### src/rtl/ex_mem_pipe_if.sv
// ex_mem_pipe_if: EX->MEM handshake bundle. The master side is EX plus MEM.
// The slave side is the pipeline itself.
interface ex_mem_pipe_if #(
  parameter int DATA_W = 96,
  parameter int CTRL_W = 8
);
  logic              in_valid;
  logic              in_ready;
  logic [CTRL_W-1:0] in_ctrl;
  logic [DATA_W-1:0] in_data;
  logic              out_valid;
  logic              out_ready;
  logic [CTRL_W-1:0] out_ctrl;
  logic [DATA_W-1:0] out_data;

  modport master (
    output in_valid, in_ctrl, in_data, out_ready,
    input  in_ready, out_valid, out_ctrl, out_data
  );

  modport slave (
    input  in_valid, in_ctrl, in_data, out_ready,
    output in_ready, out_valid, out_ctrl, out_data
  );
endinterface

### src/rtl/ex_mem_pipe.sv
// ex_mem_pipe: elastic DEPTH-stage EX->MEM pipeline with bubble collapsing and redirect flush.
// Defining EX_MEM_PIPE_STATS_EN adds saturating stall_cnt/flush_cnt outputs.
module ex_mem_pipe #(
  parameter int DATA_W = 96,
  parameter int CTRL_W = 8,
  parameter int DEPTH  = 1,
  parameter int CNT_W  = $clog2(DEPTH + 1)
) (
  input  logic             clk,
  input  logic             rst,
  ex_mem_pipe_if.slave     bus,
  input  logic             flush,
  output logic [CNT_W-1:0] occupancy
`ifdef EX_MEM_PIPE_STATS_EN
  ,
  output logic [31:0]      stall_cnt,
  output logic [15:0]      flush_cnt
`endif
);

  logic [DEPTH-1:0]  v;
  logic [DEPTH-1:0]  v_nxt;
  logic [DEPTH-1:0]  adv;
  logic [DEPTH-1:0]  up_v;
  logic [CTRL_W-1:0] c    [DEPTH];
  logic [DATA_W-1:0] d    [DEPTH];
  logic [CTRL_W-1:0] up_c [DEPTH];
  logic [DATA_W-1:0] up_d [DEPTH];
  logic              in_ready;
  logic              accept;
  logic [CNT_W-1:0]  occ_nxt;

  // A stage may advance when any stage between it and MEM is empty, or MEM drains.
  always_comb begin : adv_chain
    logic hole;
    hole = bus.out_ready;
    adv  = '0;
    for (int i = DEPTH - 1; i >= 0; i--) begin
      hole   = hole | ~v[i];
      adv[i] = hole;
    end
  end

  assign in_ready = adv[0] & ~flush & ~rst;
  assign accept   = bus.in_valid & in_ready;

  always_comb begin
    up_v = '0;
    for (int i = 0; i < DEPTH; i++) begin
      up_c[i] = '0;
      up_d[i] = '0;
    end
    up_v[0] = accept;
    up_c[0] = bus.in_ctrl;
    up_d[0] = bus.in_data;
    for (int i = 1; i < DEPTH; i++) begin
      up_v[i] = v[i-1];
      up_c[i] = c[i-1];
      up_d[i] = d[i-1];
    end
  end

  // Occupancy is registered from the next-state valid vector, so it always matches popcount(v).
  always_comb begin
    v_nxt = v;
    if (flush) begin
      v_nxt = '0;
    end else begin
      for (int i = 0; i < DEPTH; i++) begin
        if (adv[i]) begin
          v_nxt[i] = up_v[i];
        end
      end
    end
    occ_nxt = '0;
    for (int i = 0; i < DEPTH; i++) begin
      occ_nxt = occ_nxt + CNT_W'(v_nxt[i]);
    end
  end

  always_ff @(posedge clk or posedge rst) begin
    if (rst) begin
      v         <= '0;
      occupancy <= '0;
      for (int i = 0; i < DEPTH; i++) begin
        c[i] <= '0;
        d[i] <= '0;
      end
    end else begin
      v         <= v_nxt;
      occupancy <= occ_nxt;
      // Flush kills control only; the data payload is left in place.
      for (int i = 0; i < DEPTH; i++) begin
        if (flush) begin
          c[i] <= '0;
        end else if (adv[i]) begin
          c[i] <= up_v[i] ? up_c[i] : '0;
          d[i] <= up_d[i];
        end
      end
    end
  end

  assign bus.in_ready  = in_ready;
  assign bus.out_valid = v[DEPTH-1];
  assign bus.out_ctrl  = c[DEPTH-1];
  assign bus.out_data  = d[DEPTH-1];

`ifdef EX_MEM_PIPE_STATS_EN
  always_ff @(posedge clk or posedge rst) begin
    if (rst) begin
      stall_cnt <= '0;
      flush_cnt <= '0;
    end else begin
      if (v[DEPTH-1] && !bus.out_ready && stall_cnt != '1) begin
        stall_cnt <= stall_cnt + 32'd1;
      end
      if (flush && occupancy != '0 && flush_cnt != '1) begin
        flush_cnt <= flush_cnt + 16'd1;
      end
    end
  end
`endif

endmodule
### src/flat_wrapper.sv
// flat-port wrapper written by rule: the top's interface ports become plain ports
module ex_mem_pipe_flat 
#(
  parameter int DATA_W = 96,
  parameter int CTRL_W = 8,
  parameter int DEPTH  = 1,
  parameter int CNT_W  = $clog2(DEPTH + 1)
)
  (clk, rst, flush, occupancy, bus_in_valid, bus_in_ctrl, bus_in_data, bus_out_ready, bus_in_ready, bus_out_valid, bus_out_ctrl, bus_out_data);
  ex_mem_pipe_if #(.DATA_W(DATA_W), .CTRL_W(CTRL_W)) bus_i ();
  input  logic clk;
  input  logic rst;
  input  logic flush;
  output logic [CNT_W-1:0] occupancy;
  input wire logic [$bits(bus_i.in_valid)-1:0] bus_in_valid;
  input wire logic [$bits(bus_i.in_ctrl)-1:0] bus_in_ctrl;
  input wire logic [$bits(bus_i.in_data)-1:0] bus_in_data;
  input wire logic [$bits(bus_i.out_ready)-1:0] bus_out_ready;
  output wire logic [$bits(bus_i.in_ready)-1:0] bus_in_ready;
  output wire logic [$bits(bus_i.out_valid)-1:0] bus_out_valid;
  output wire logic [$bits(bus_i.out_ctrl)-1:0] bus_out_ctrl;
  output wire logic [$bits(bus_i.out_data)-1:0] bus_out_data;
  assign bus_i.in_valid = bus_in_valid;
  assign bus_i.in_ctrl = bus_in_ctrl;
  assign bus_i.in_data = bus_in_data;
  assign bus_i.out_ready = bus_out_ready;
  assign bus_in_ready = bus_i.in_ready;
  assign bus_out_valid = bus_i.out_valid;
  assign bus_out_ctrl = bus_i.out_ctrl;
  assign bus_out_data = bus_i.out_data;
  ex_mem_pipe #(.DATA_W(DATA_W), .CTRL_W(CTRL_W), .DEPTH(DEPTH), .CNT_W(CNT_W)) u_core (.clk(clk), .rst(rst), .bus(bus_i), .flush(flush), .occupancy(occupancy));
endmodule
### config.mk
export PLATFORM = sky130hd
export DESIGN_NAME = ex_mem_pipe_flat
export DESIGN_NICKNAME = d
export VERILOG_FILES = /design/src/rtl/ex_mem_pipe_if.sv /design/src/rtl/ex_mem_pipe.sv /design/src/flat_wrapper.sv
export SDC_FILE = /design/constraint.sdc
export NUM_CORES = 1
export LEC_CHECK = 0
export CORE_MARGIN = 2
export CORE_UTILIZATION = 39
export DETAILED_ROUTE_END_ITERATION = 7
export PLACE_DENSITY = 0.78
export SKIP_LAST_GASP = 1
export SLEW_MARGIN = 20
export SYNTH_ARGS = -nofsm -noshare
export SYNTH_HDL_FRONTEND = slang
export SYNTH_SLANG_ARGS = --single-unit
export TNS_END_PERCENT = 100
### constraint.sdc
create_clock -name clk -period 3.7 [get_ports clk]
set_input_delay 0.37 -clock clk [delete_from_list [all_inputs] [get_ports clk]]
set_output_delay 0.37 -clock clk [all_outputs]
set_load 0.005 [all_outputs]
==> metrics.cfg, run 1 <==
[run_status]
outcome=finished clean

[cts]
clk-insertion-delay-late_ns=0.35
post_cts_buffers=0
root_buffer=clkbuf_8
cts-buffers-inserted=9
tritoncts=built
cts_sinks=105
path_clk_slew_ns=0.09
cts_max_path_buffers=2
htree_levels=3
post_cts_resized=0
cts_hold_buf=0

[critical_path]
r2r_slack_ns=1.94
worstReg2RegEnd=u_core.bus.out_data[34]
startpoint_type=input port
crit_path_end_kind=primary output
crit-reg2reg-launch=u_core.occupancy
cp.required_ns=3.33
reg2reg_depth=4
path_class=input port to primary output
crit_arrival_ns=1.64
path_max_fanout=4

[layout]
layout_common_cells=clkdlybuf4s50_1, dfrtp_1, mux2_2
final_nets=554
n_antenna_cell=0
layout_commonest_cell=clkdlybuf4s50_1
final_util_pct=65.23
drive_gt1_share_pct=26.44
syn2layout_area_growth_pct=62.34

[drt]
vias=2718
drt_iter0_drc=88
routed_via_density=4.662
drc_errors=0
routed_wl_um=9462
wl_per_cell_um=16.23
drtPass1Iterations=4
ant_nets=0

[grt]
grt_pass1_vias=3025
antenna_found_initial=0
grt_pass1_wl_um=15590
gr-total-overflow=0
grt_use_total_pct=17.83
grt_max_degree=62

[sta]
fmax_mhz=498.5
layout_min_cycle_time_ns=2.006
fin_crit_sh_pct=54.22
finalHoldViolCount=0
maxSlewHeadroom_pct=45.06
rsz0062_at_grt=no
worst_pin_slew_ns=0.8219
clock_skew_ns=0.01196
drv_slew=0
setup_viol=0
fin_tns_setup_ns=0

[floorplanning]
core.rowCount=36
die_w_um=104.4
core-area_um2=9774
start_util_pct=40.18
fp.dieArea_um2=10890
io_pins=216
fp.dieH_um=104.4

[synthesis]
synth_fp_nets=337
ys_ff_latch=105
yosysSeqAreaShare_pct=66.90
synth_cells=228
synthDistinctLibCells=14
yosys_warnings=0
synth_area_um2=3928
syn_avg_cell_area_um2=17.23

[power]
cellLeakagePower_uw=0.002615
finalPower_uw=2592
irDropWorstVdd_uv=184.6
p_per_area_nw_per_um2=406.6

[hold_path]
hp-start=u_core.bus.out_data[29]
hp-class=flip-flop to flip-flop
hold_depth=1
holdPathEnd=u_core.bus.out_data[29]

[placed_design]
hpwl_um=7097
place.gp.congestion=0.7250
portBuffers=215

[job]
maxCapViolCount=0

-- critical path, cell delays in order --
cell             delay (ns)
clkdlybuf4s50_1        0.51
nor3_1                 0.22
clkdlybuf4s50_1        0.53
-- where the power goes --
group	switching (uW)	internal, uW	total, uW
Combinational	171	429	601
Sequential	63.3	1270	1340
Clock	385	269	655
Total	620	1970	2590
-- cells by family (layout without fill, tap and decap cells) --
family | count (synthesis) | after routing | share of synthesized area [%]
AOI/OAI and AO/OA | 8 | 8 | 1.784
and+or+nand+nor | 6 | 6 | 1.338
muxes | 96 | 96 | 27.52
DFF | 105 | 105 | 66.90
buffers and inverters | 13 | 235 | 2.453
-- synth_stat cells --
| master | instances | area [um^2] |
|---|---|---|
| nor4b_2 | 1 | 15.01 |
| or2_2 | 1 | 6.260 |
| a22o_1 | 8 | 70.07 |
| buf_4 | 1 | 7.510 |
| nor2b_4 | 1 | 13.76 |
| nor2b_1 | 1 | 6.260 |
| mux2_2 | 96 | 1081 |
| nor2_2 | 1 | 6.260 |
| buf_2 | 5 | 25.02 |
| clkbuf_1 | 1 | 3.750 |
| buf_6 | 5 | 56.30 |
| nor3_1 | 1 | 5.000 |
| inv_1 | 1 | 3.750 |
| dfrtp_1 | 105 | 2628 |
-- layer usage --
metal	share of wire (%)	wire [um]	track usage, %	up-vias
met1	39	3723	20.99	1343
li1	-	-	-	1240
met4	1.6	149	5.792	0
met3	8.2	780	5.639	12
met2	51	4810	30.91	123
met5	0	0	0	-
-- registers in the layout, indices dropped and copies added (netlist names) --
name	cells
u_core.occupancy	1
u_core.bus.out_data	96
u_core.bus.out_ctrl	8
-- area by class of cell --
type,instances,area [um^2]
Clock buffer,11,141.4
Timing Repair Buffer,218,2187
Fill cell,761,3398
Tap cell,133,166.4
Sequential cell,105,2628
Clock inverter,5,38.79
Multi-Input combinational cell,110,1209
Inverter,1,6.256
-- stage by stage --
stage	cells	setup WS [ns]	hold WS [ns]	area (um^2)
2_1_floorplan	228	0.5695	0.4981	3928
3_3_place_gp	567	1.596	0.4868	6196
3_5_place_dp	567	1.551	0.4915	6196
4_1_cts	583	1.696	0.5164	6376
5_1_grt	583	1.591	0.5257	6376
6_report	583	1.694	0.5123	6376
-- worst max path at each step --
| stage | start | end | slack [ns] | cells past startpoint |
|---|---|---|---|---|
| 2_1_floorplan | rst | u_core.bus.out_ctrl[0] | 0.57 | 1 |
| 5_1_grt | rst | bus_in_ready | 1.59 | 3 |
| 3_5_place_dp | flush | u_core.bus.out_data[41] | 1.55 | 4 |
| 6_report | flush | bus_in_ready | 1.69 | 3 |
| 3_3_place_gp | bus_out_ready | u_core.bus.out_data[51] | 1.60 | 5 |
| 4_1_cts | flush | bus_in_ready | 1.70 | 3 |
(Power assumes the default switching activity.)
==> run 2, diff against run 1 <==
==> constraint.sdc (replaced) <==
create_clock -name clk -period 1.9 [get_ports clk]
set_input_delay 0.19 -clock clk [delete_from_list [all_inputs] [get_ports clk]]
set_output_delay 0.19 -clock clk [all_outputs]
set_load 0.005 [all_outputs]
==> run 2 against run 1 <==
  * Sequential cell count is the same
  * Core utilization grew 0.64 points
  * Total power grew 98%
  * Largest cell class unchanged
  * Sequential share of layout area shrank 0.40 points
  * Setup slack lost 1.5 ns
  * Non-clock buffer count grew 3
  * Largest power group unchanged
  * Critical endpoint unchanged
  * Final area grew 0.98%
  * Critical path type is now flip-flop to primary output
==> metrics.cfg, run 2 (synthesis results as in run 1) <==
[drt]
wl_per_cell_um=16.49  ; was 16.23 um
vias=2756  ; was 2718
drtPass1Iterations=3  ; was 4
routed_via_density=4.703  ; was 4.662
drt_iter0_drc=89  ; was 88
ant_nets=0  ; unchanged
drc_errors=0  ; unchanged
routed_wl_um=9665  ; was 9462 um

[critical_path]
cp.required_ns=1.71  ; was 3.33 ns
r2r_slack_ns=0.35  ; was 1.94 ns
path_max_fanout=4  ; unchanged
path_cells=nor2b_4 > nor3_2 > clkdlybuf4s50_1  ; was clkdlybuf4s50_1 > nor3_1 > clkdlybuf4s50_1
crit_path_end_kind=primary output  ; unchanged
cp_num_buf_inv=1  ; was 2
crit_arrival_ns=1.55  ; was 1.64 ns
critical_path.max_stage_delay_ns=0.52  ; was 0.53 ns
critPathTopFamily=buffers and inverters  ; unchanged
startpoint_type=flip-flop  ; was input port
slowest_stage=clkdlybuf4s50_1  ; unchanged
path_class=flip-flop to primary output  ; was input port to primary output

[floorplanning]
fp.dieArea_um2=10890  ; unchanged
fp.dieH_um=104.4  ; unchanged
die_w_um=104.4  ; unchanged
core-area_um2=9774  ; unchanged
start_util_pct=40.18  ; unchanged
core.rowCount=36  ; unchanged
io_pins=216  ; unchanged

[cts]
cts_sinks=105  ; unchanged
post_cts_buffers=0  ; unchanged
cts-buffers-inserted=9  ; unchanged
path_clk_slew_ns=0.10  ; was 0.09 ns
clk-insertion-delay-late_ns=0.34  ; was 0.35 ns
root_buffer=clkbuf_8  ; unchanged
cts_hold_buf=0  ; unchanged
post_cts_resized=0  ; unchanged
tritoncts=built  ; unchanged
htree_levels=3  ; unchanged
cts_max_path_buffers=2  ; unchanged

[sta]
fmax_mhz=576.2
worst_pin_slew_ns=0.5417  ; was 0.8219 ns
fin_tns_setup_ns=0  ; unchanged
layout_min_cycle_time_ns=1.736
drv_slew=0  ; unchanged
maxSlewHeadroom_pct=63.81  ; was 45.06%
setup_viol=0  ; unchanged
clock_skew_ns=0.009722  ; was 0.01196 ns
rsz0062_at_grt=no  ; unchanged
fin_crit_sh_pct=91.34
finalHoldViolCount=0  ; unchanged

[grt]
grt_use_total_pct=18.02  ; was 17.83%
gr-total-overflow=0  ; unchanged
grt_pass1_vias=2979  ; was 3025
grt_pass1_wl_um=15550  ; was 15590 um
antenna_found_initial=0  ; unchanged
grt_max_degree=84  ; was 62

[layout]
drive_gt1_share_pct=26.71  ; was 26.44%
syn2layout_area_growth_pct=63.94  ; was 62.34%
layout.cells.non_filler=586  ; was 583
layout_commonest_cell=clkdlybuf4s50_1  ; unchanged
nFillCells=758  ; was 761
final_util_pct=65.87  ; was 65.23%
layout_common_cells=clkdlybuf4s50_1, dfrtp_1, mux2_2  ; unchanged
final_nets=557  ; was 554
n_antenna_cell=0  ; unchanged
largest_register_ffs=96  ; unchanged

[placed_design]
portBuffers=215  ; unchanged
dp_cells=570  ; was 567
place.gp.congestion=0.7171  ; was 0.7250
hpwl_um=7518  ; was 7097 um

[power]
finalPower_uw=5131  ; was 2592 uW
p_per_area_nw_per_um2=797.0  ; was 406.6 nW/um^2
irDropWorstVdd_uv=469.5  ; was 184.6 uV
cellLeakagePower_uw=0.002632  ; was 0.002615 uW

[hold_path]
hp-class=input port to async pin  ; was flip-flop to flip-flop

[run_status]
outcome=finished clean  ; unchanged

[job]
maxCapViolCount=0  ; unchanged

## run 2: cell count changes in the layout (fill, tap and decap cells not counted), moves of 2 or more
| cell | before | now |
|---|---|---|
| inv_6 | 2 | 0 |
| clkbuf_1 | 1 | 3 |
| buf_12 | 1 | 3 |
| clkinvlp_4 | 1 | 3 |
## run 2: per-stage QoR
stage,setup WS (ns),cell area (um^2),hold WS [ns]
global route,0.06940,6439,0.4226
CTS,0.04646,6434,0.3698
finish,0.1644,6439,0.4088
floorplan,0.4505,3931,0.3227
global placement,0.1924,6245,0.4887
detailed placement,0.1350,6245,0.4940
## run 2: worst paths after layout
path                                          from                       to  cells after the start
min in group clk                    bus_in_ctrl[3]   u_core.bus.out_ctrl[3]                      2
hold reg to reg            u_core.bus.out_data[29]  u_core.bus.out_data[29]                      1
max in group asynchronous                      rst  u_core.bus.out_data[74]                      3
hold / removal                                 rst  u_core.bus.out_data[92]                      3
setup reg to reg                  u_core.occupancy  u_core.bus.out_data[62]                      4
setup / recovery                  u_core.occupancy             bus_in_ready                      3
## run 2: layout make-up
cell class / count / area (um^2) / area share [%]
Clock buffer: 12 / 135.1 / 2.099
Clock inverter: 4 / 53.80 / 0.8356
Inverter: 1 / 7.507 / 0.1166
Multi-Input combinational cell: 110 / 1214 / 18.85
Sequential cell: 105 / 2628 / 40.81
Tap cell: 133 / 166.4 / 2.585
Timing Repair Buffer: 221 / 2235 / 34.71
## run 2: worst reg2reg max path: cells and delay by family (launching register included)
| kind | cells | cell delay [ns] |
|---|---|---|
| mux | 1 | 0.40 |
| flops | 1 | 0.42 |
| buf+inv | 1 | 0.28 |
| simple gates | 2 | 0.32 |
## run 2: metal layers
metal	wire [um]	global-route usage [%]	share of wire, %	up-vias
met4	219	6.757	2.3	0
met3	852	6.454	8.8	17
met5	0	0	0	-
met1	3556	19.55	37	1371
met2	5036	32.12	52	132
li1	-	-	-	1236
## run 2: report_power, final
part / internal, uW / total (uW) / switching (uW)
Combinational: 848 / 1180 / 337
Clock: 615 / 1340 / 724
Sequential: 2480 / 2610 / 126
Total: 3940 / 5130 / 1190
